==> config.mk <==
export PLATFORM = sky130hd
export DESIGN_NAME = des_region_sweeper
export DESIGN_NICKNAME = d
export VERILOG_FILES = /design/src/rtl/des_pkg.sv /design/src/rtl/des_region_sweeper.sv
export SDC_FILE = /design/constraint.sdc
export NUM_CORES = 1
export LEC_CHECK = 0
export CORE_MARGIN = 1
export CORE_UTILIZATION = 38
export CTS_BUF_LIST = sky130_fd_sc_hd__clkbuf_16
export DETAILED_ROUTE_END_ITERATION = 10
export HOLD_SLACK_MARGIN = 0.03
export PLACE_DENSITY = 0.86
export SLEW_MARGIN = 20
export SYNTH_ARGS = -nofsm -noshare
export SYNTH_HDL_FRONTEND = slang
export SYNTH_SLANG_ARGS = --single-unit
==> constraint.sdc <==
create_clock -name clk -period 3.65 [get_ports clk]
set_clock_uncertainty 0.05 [all_clocks]
set_input_delay 0.5475 -clock clk [delete_from_list [all_inputs] [get_ports clk]]
set_output_delay 0.5475 -clock clk [all_outputs]
set_load 0.1 [all_outputs]
==> src/rtl/des_pkg.sv <==
// des_pkg
// Shared definitions for the DES command sequencer: wrapper command codes,
// region index width and the sweeper state encoding, plus two small helpers
// that map a sweeper state onto the wrapper command it issues.
package des_pkg;

    localparam int REGION_W = 16;

    localparam logic [31:0] CMD_READ_REGION = 32'd0;
    localparam logic [31:0] CMD_START       = 32'd1;
    localparam logic [31:0] CMD_TEST_MODE   = 32'd2;
    localparam logic [31:0] CMD_RESTART     = 32'd3;

    typedef enum logic [3:0] {
        ST_IDLE    = 4'd0,
        ST_LOAD    = 4'd1,
        ST_START   = 4'd2,
        ST_WAIT    = 4'd3,
        ST_CAPTURE = 4'd4,
        ST_EMIT    = 4'd5,
        ST_RESTART = 4'd6,
        ST_NEXT    = 4'd7,
        ST_FINISH  = 4'd8
    } sweep_state_t;

    // States that own a command handshake with the wrapper.
    function automatic logic is_cmd_state(sweep_state_t s);
        return (s == ST_LOAD) || (s == ST_START) || (s == ST_RESTART);
    endfunction

    function automatic logic [31:0] cmd_of_state(sweep_state_t s);
        case (s)
            ST_START:   return CMD_START;
            ST_RESTART: return CMD_RESTART;
            default:    return CMD_READ_REGION;
        endcase
    endfunction

endpackage

==> src/rtl/des_region_sweeper.sv <==
// des_region_sweeper
// Walks a range of regions through the DES wrapper: for each region it loads
// the region, starts the wrapper, waits for done, captures the 64-bit counter,
// hands it out on a valid/ready result port and restarts the wrapper.
//
// Ports
//   clk, rst                  clock, asynchronous active-high reset
//   go                        start pulse, sampled only in IDLE
//   region_first/region_last  inclusive sweep range, sampled on go
//   abort                     request to end the sweep early
//   busy                      sweep in progress
//   sweep_done, aborted       end-of-sweep pulse and its abort qualifier
//   cmd, cmd_valid, region    registered command port to the wrapper
//   cmd_read                  wrapper acknowledge of the current command
//   done, counter             wrapper completion flag and counter result
//   res_valid, res_ready      result handshake
//   res_region, res_counter   captured result
//
// state      | meaning
// -----------+-----------------------------------------------------------
// ST_IDLE    | no sweep; waiting for go
// ST_LOAD    | read-region command outstanding
// ST_START   | start command (issued one cycle after entry)
// ST_WAIT    | wrapper running; waiting for done
// ST_CAPTURE | latch counter and region
// ST_EMIT    | result offered on res_valid
// ST_RESTART | restart command outstanding
// ST_NEXT    | advance to the next region
// ST_FINISH  | sweep_done pulse
module des_region_sweeper
    import des_pkg::*;
(
    input  logic                clk,
    input  logic                rst,
    input  logic                go,
    input  logic [REGION_W-1:0] region_first,
    input  logic [REGION_W-1:0] region_last,
    input  logic                abort,
    output logic                busy,
    output logic                sweep_done,
    output logic                aborted,
    output logic [31:0]         cmd,
    output logic                cmd_valid,
    output logic [31:0]         region,
    input  logic                cmd_read,
    input  logic                done,
    input  logic [63:0]         counter,
    output logic                res_valid,
    input  logic                res_ready,
    output logic [REGION_W-1:0] res_region,
    output logic [63:0]         res_counter
);

    sweep_state_t        state_q, state_d;
    logic [REGION_W-1:0] cur_region_q, cur_region_d;
    logic [REGION_W-1:0] last_region_q;
    logic                abort_pend_q, abort_pend_d;
    logic [31:0]         cmd_d;
    logic                cmd_valid_d;
    logic                ack;
    logic                abort_now;
    logic                last_hit;

    assign ack       = cmd_valid && cmd_read;
    // An abort arriving this cycle acts immediately, not one cycle late.
    assign abort_now = abort_pend_q || abort;
    assign last_hit  = (cur_region_q == last_region_q);

    always_comb begin
        state_d = state_q;
        unique case (state_q)
            ST_IDLE:    if (go) state_d = ST_LOAD;
            ST_LOAD:    if (ack) state_d = abort_now ? ST_FINISH : ST_START;
            // The wrapper ignores commands while running, so an abort here
            // still has to go through WAIT and a restart.
            ST_START:   if (ack) state_d = ST_WAIT;
            ST_WAIT:    if (done) state_d = abort_now ? ST_RESTART : ST_CAPTURE;
            ST_CAPTURE: state_d = ST_EMIT;
            ST_EMIT:    if ((res_valid && res_ready) || abort_now) state_d = ST_RESTART;
            ST_RESTART: if (ack) state_d = (last_hit || abort_now) ? ST_FINISH : ST_NEXT;
            ST_NEXT:    state_d = abort_now ? ST_FINISH : ST_LOAD;
            ST_FINISH:  state_d = ST_IDLE;
            default:    state_d = ST_IDLE;
        endcase
    end

    always_comb begin
        cur_region_d = cur_region_q;
        if ((state_q == ST_IDLE) && go) begin
            cur_region_d = region_first;
        end else if (state_q == ST_NEXT) begin
            cur_region_d = cur_region_q + REGION_W'(1);
        end

        // go and abort together in IDLE still start (and then abort) a sweep.
        abort_pend_d = abort_pend_q;
        if (state_d == ST_IDLE) begin
            abort_pend_d = 1'b0;
        end else if (abort) begin
            abort_pend_d = 1'b1;
        end

        // A command state keeps cmd_valid up until the acknowledge edge; a
        // command following an acknowledged one starts a cycle later, so the
        // wrapper always sees cmd_valid drop between commands.
        cmd_valid_d = is_cmd_state(state_d) && !ack;
        cmd_d       = is_cmd_state(state_d) ? cmd_of_state(state_d) : cmd;
    end

    always_ff @(posedge clk or posedge rst) begin
        if (rst) begin
            state_q       <= ST_IDLE;
            cur_region_q  <= '0;
            last_region_q <= '0;
            abort_pend_q  <= 1'b0;
            cmd           <= '0;
            cmd_valid     <= 1'b0;
            region        <= '0;
            res_region    <= '0;
            res_counter   <= '0;
        end else begin
            state_q      <= state_d;
            cur_region_q <= cur_region_d;
            abort_pend_q <= abort_pend_d;
            cmd          <= cmd_d;
            cmd_valid    <= cmd_valid_d;
            region       <= 32'(cur_region_d);
            if ((state_q == ST_IDLE) && go) begin
                last_region_q <= region_last;
            end
            // Latched even if done has already dropped; the sweep carries on.
            if (state_q == ST_CAPTURE) begin
                res_counter <= counter;
                res_region  <= cur_region_q;
            end
        end
    end

    assign busy       = (state_q != ST_IDLE);
    assign sweep_done = (state_q == ST_FINISH);
    assign aborted    = sweep_done && abort_pend_q;
    // A pending abort suppresses the offer; an abort input in the same cycle
    // as an accepted transfer still lets that transfer count.
    assign res_valid  = (state_q == ST_EMIT) && !abort_pend_q;

endmodule

==> flow_summary.ini <==
[run_status]
outcome = complete, no violations

[place]
gp_congestion = 0.923
post-dp-hpwl_microns = 9930
io_buffers = 205
place_area_sq_um = 7620

[clocking]
cts_sinks = 120
postCtsResizedCells = 0
cts_tree = built
cts_root_buf = clkbuf_16
cts_buffers = 17
cts.path.max_buffers = 2
cts.clk_slew.worst_paths_ns = 0.06
clk_latency_ns = 0.41
post_cts_buffers = 0
h-tree-depth = 4
post_cts_hold_buffer_count = 0

[synth]
synthTopCellsByArea = dfrtp_1, mux2_2, buf_4, xnor2_1, a21oi_1
syn_area_per_cell_sq_um = 12.8
synth-seq-cells = 120
synth_ff_type = dfrtp_1
synth_top_area_share_pct = 54.0
yosysWarnings = 0
synthArstFlopShare_pct = 100
ys_seq_area_share_pct = 54.0
syn_area_sq_um = 5560
postSynthCellCount = 435
synth_top_area_cell = dfrtp_1
ys_types = 45
synth_edf_count = 0

[setup_path]
path_delay_family = buffers and inverters
crit_fanout = 8
slowest_stage = clkdlybuf4s50_1
cp_data_arrival_time_ns = 2.14
critical_path_class = register to output port
critPathRequiredTime_ns = 3.05
startpoint_type = register
cp_num_buf_inv = 1
crit_path_cell_trace = clkdlybuf4s50_1
max_stage_delay_ns = 1.21
critical_path.endpoint_type = output port

[finish]
nNetsFinal = 747
antennaDiodeCount = 0
post-route-cell-area_sq_um = 8230
layout_common_cells = clkdlybuf4s50_1, dfrtp_1, mux2_2
area_growth_pct = 48.1
drive_above_1_share_pct = 23.3
mostFrequentLayoutCell = clkdlybuf4s50_1

[sta]
final_max_slew_viol_count = 0
max_freq_mhz = 366
tns_ns = 0
worst_pin_slew_ns = 1.05
fin_crit_sh_pct = 74.9
max-slew-margin-rel_pct = 30.1
min_period_ns = 2.73
rsz0062_at_grt = no
hold_violations = 0
finalSetupViolCount = 0

[floorplanning]
dieArea_sq_um = 15100
core_sq_um = 14100
chipWidth_microns = 123
dieHeight_microns = 123
start_util_pct = 39.4
pin_count = 252
num_rows = 43

[global_route]
grt_util_met1_pct = 21.2
antenna_found_initial = 0
top_usage_layer = met2
met3_usage_pct = 7.93
grt_first_pass_wirelength_microns = 21300
grt_max_degree = 73
grt_overflow = 0
grt_pass1_vias = 4244
grt.met2_usage_pct = 31.8
track_usage_pct = 19.0

[drt]
drc = 0
drtIter0Drc = 184
ant_nets = 0
vias = 4005
first_pass_iters = 4
routed_wl_microns = 13700
viasPerCell = 4.79
drt-wirelength-per-cell_microns = 16.4

[hold_path]
worstHoldPathType = register to register

[run]
drv_cap = 0
synth_stat cells (2+ instances only):
library cell	instances
o21ai_0	2
buf_4	47
inv_1	2
nor2_1	29
and3_1	2
nand2b_1	2
mux2_2	97
and2_1	3
clkbuf_1	3
a21oi_1	22
buf_2	15
xnor2_1	23
and4bb_2	3
nand3_1	5
nor2b_1	2
dfrtp_1	120
nand2_1	13
nand4_1	7
and4_1	2
nor3_2	3
xor2_1	9
registers in the layout, summed over array words and instances (netlist names):
signal and count:
region 16, abort_pend_q 1, cmd 2, last_region_q 16
state_q 4, res_counter 64, res_region 16, cmd_valid 1
per-stage QoR:
stage | hold WS (ns) | util [%] | worst slack [ns] | std cells
finish | 0.453 | 58.4 | 0.917 | 836
global route | 0.468 | 58.4 | 0.845 | 836
CTS | 0.456 | 58.4 | 0.882 | 836
detailed placement | 0.444 | 54.1 | 1.08 | 804
global placement | 0.428 | 54.1 | 1.17 | 804
floorplan | 0.450 | - | 0.455 | 480
cell families after synthesis:
group / synth area share (%)
AND/OR/NAND/NOR: 8.03
buffers and inverters: 8.31
adder cells (fa/ha/maj): 0.225
multiplexers: 19.8
XOR/XNOR: 5.04
other: 0.0675
flip-flops: 54.0
AO/OA/AOI/OAI: 4.48
layout make-up:
cell class / count / area (sq um)
timing repair buffer: 210 / 2090
inverter: 3 / 15.0
tap: 180 / 225
sequential: 120 / 3000
clock inverter: 15 / 184
fill: 1115 / 5860
clock buffer: 17 / 425
multi-input combinational: 291 / 2290
worst paths after layout:
path	startpoint	to	slack, ns	cells past startpoint
worst max register to register	state_q[2]	cmd[1]	1.27	8
worst min register to register	res_counter[6]	res_counter[6]	0.45	1
min in group asynchronous	rst	res_counter[1]	0.48	2
worst max-delay path	region[4]	region[4]	0.92	1
worst min-delay path	res_counter[6]	res_counter[6]	0.45	1
max in group asynchronous	rst	last_region_q[1]	2.33	3
routing by layer:
metal	vias to the layer above	routed length, microns
met2	200	6950
met3	17	1260
met4	0	219
met1	1957	5300
li1	1831	-
met5	-	0
Power is not shown: default switching activity piles up to over one toggle a cycle in this logic, so the estimate is an artifact.
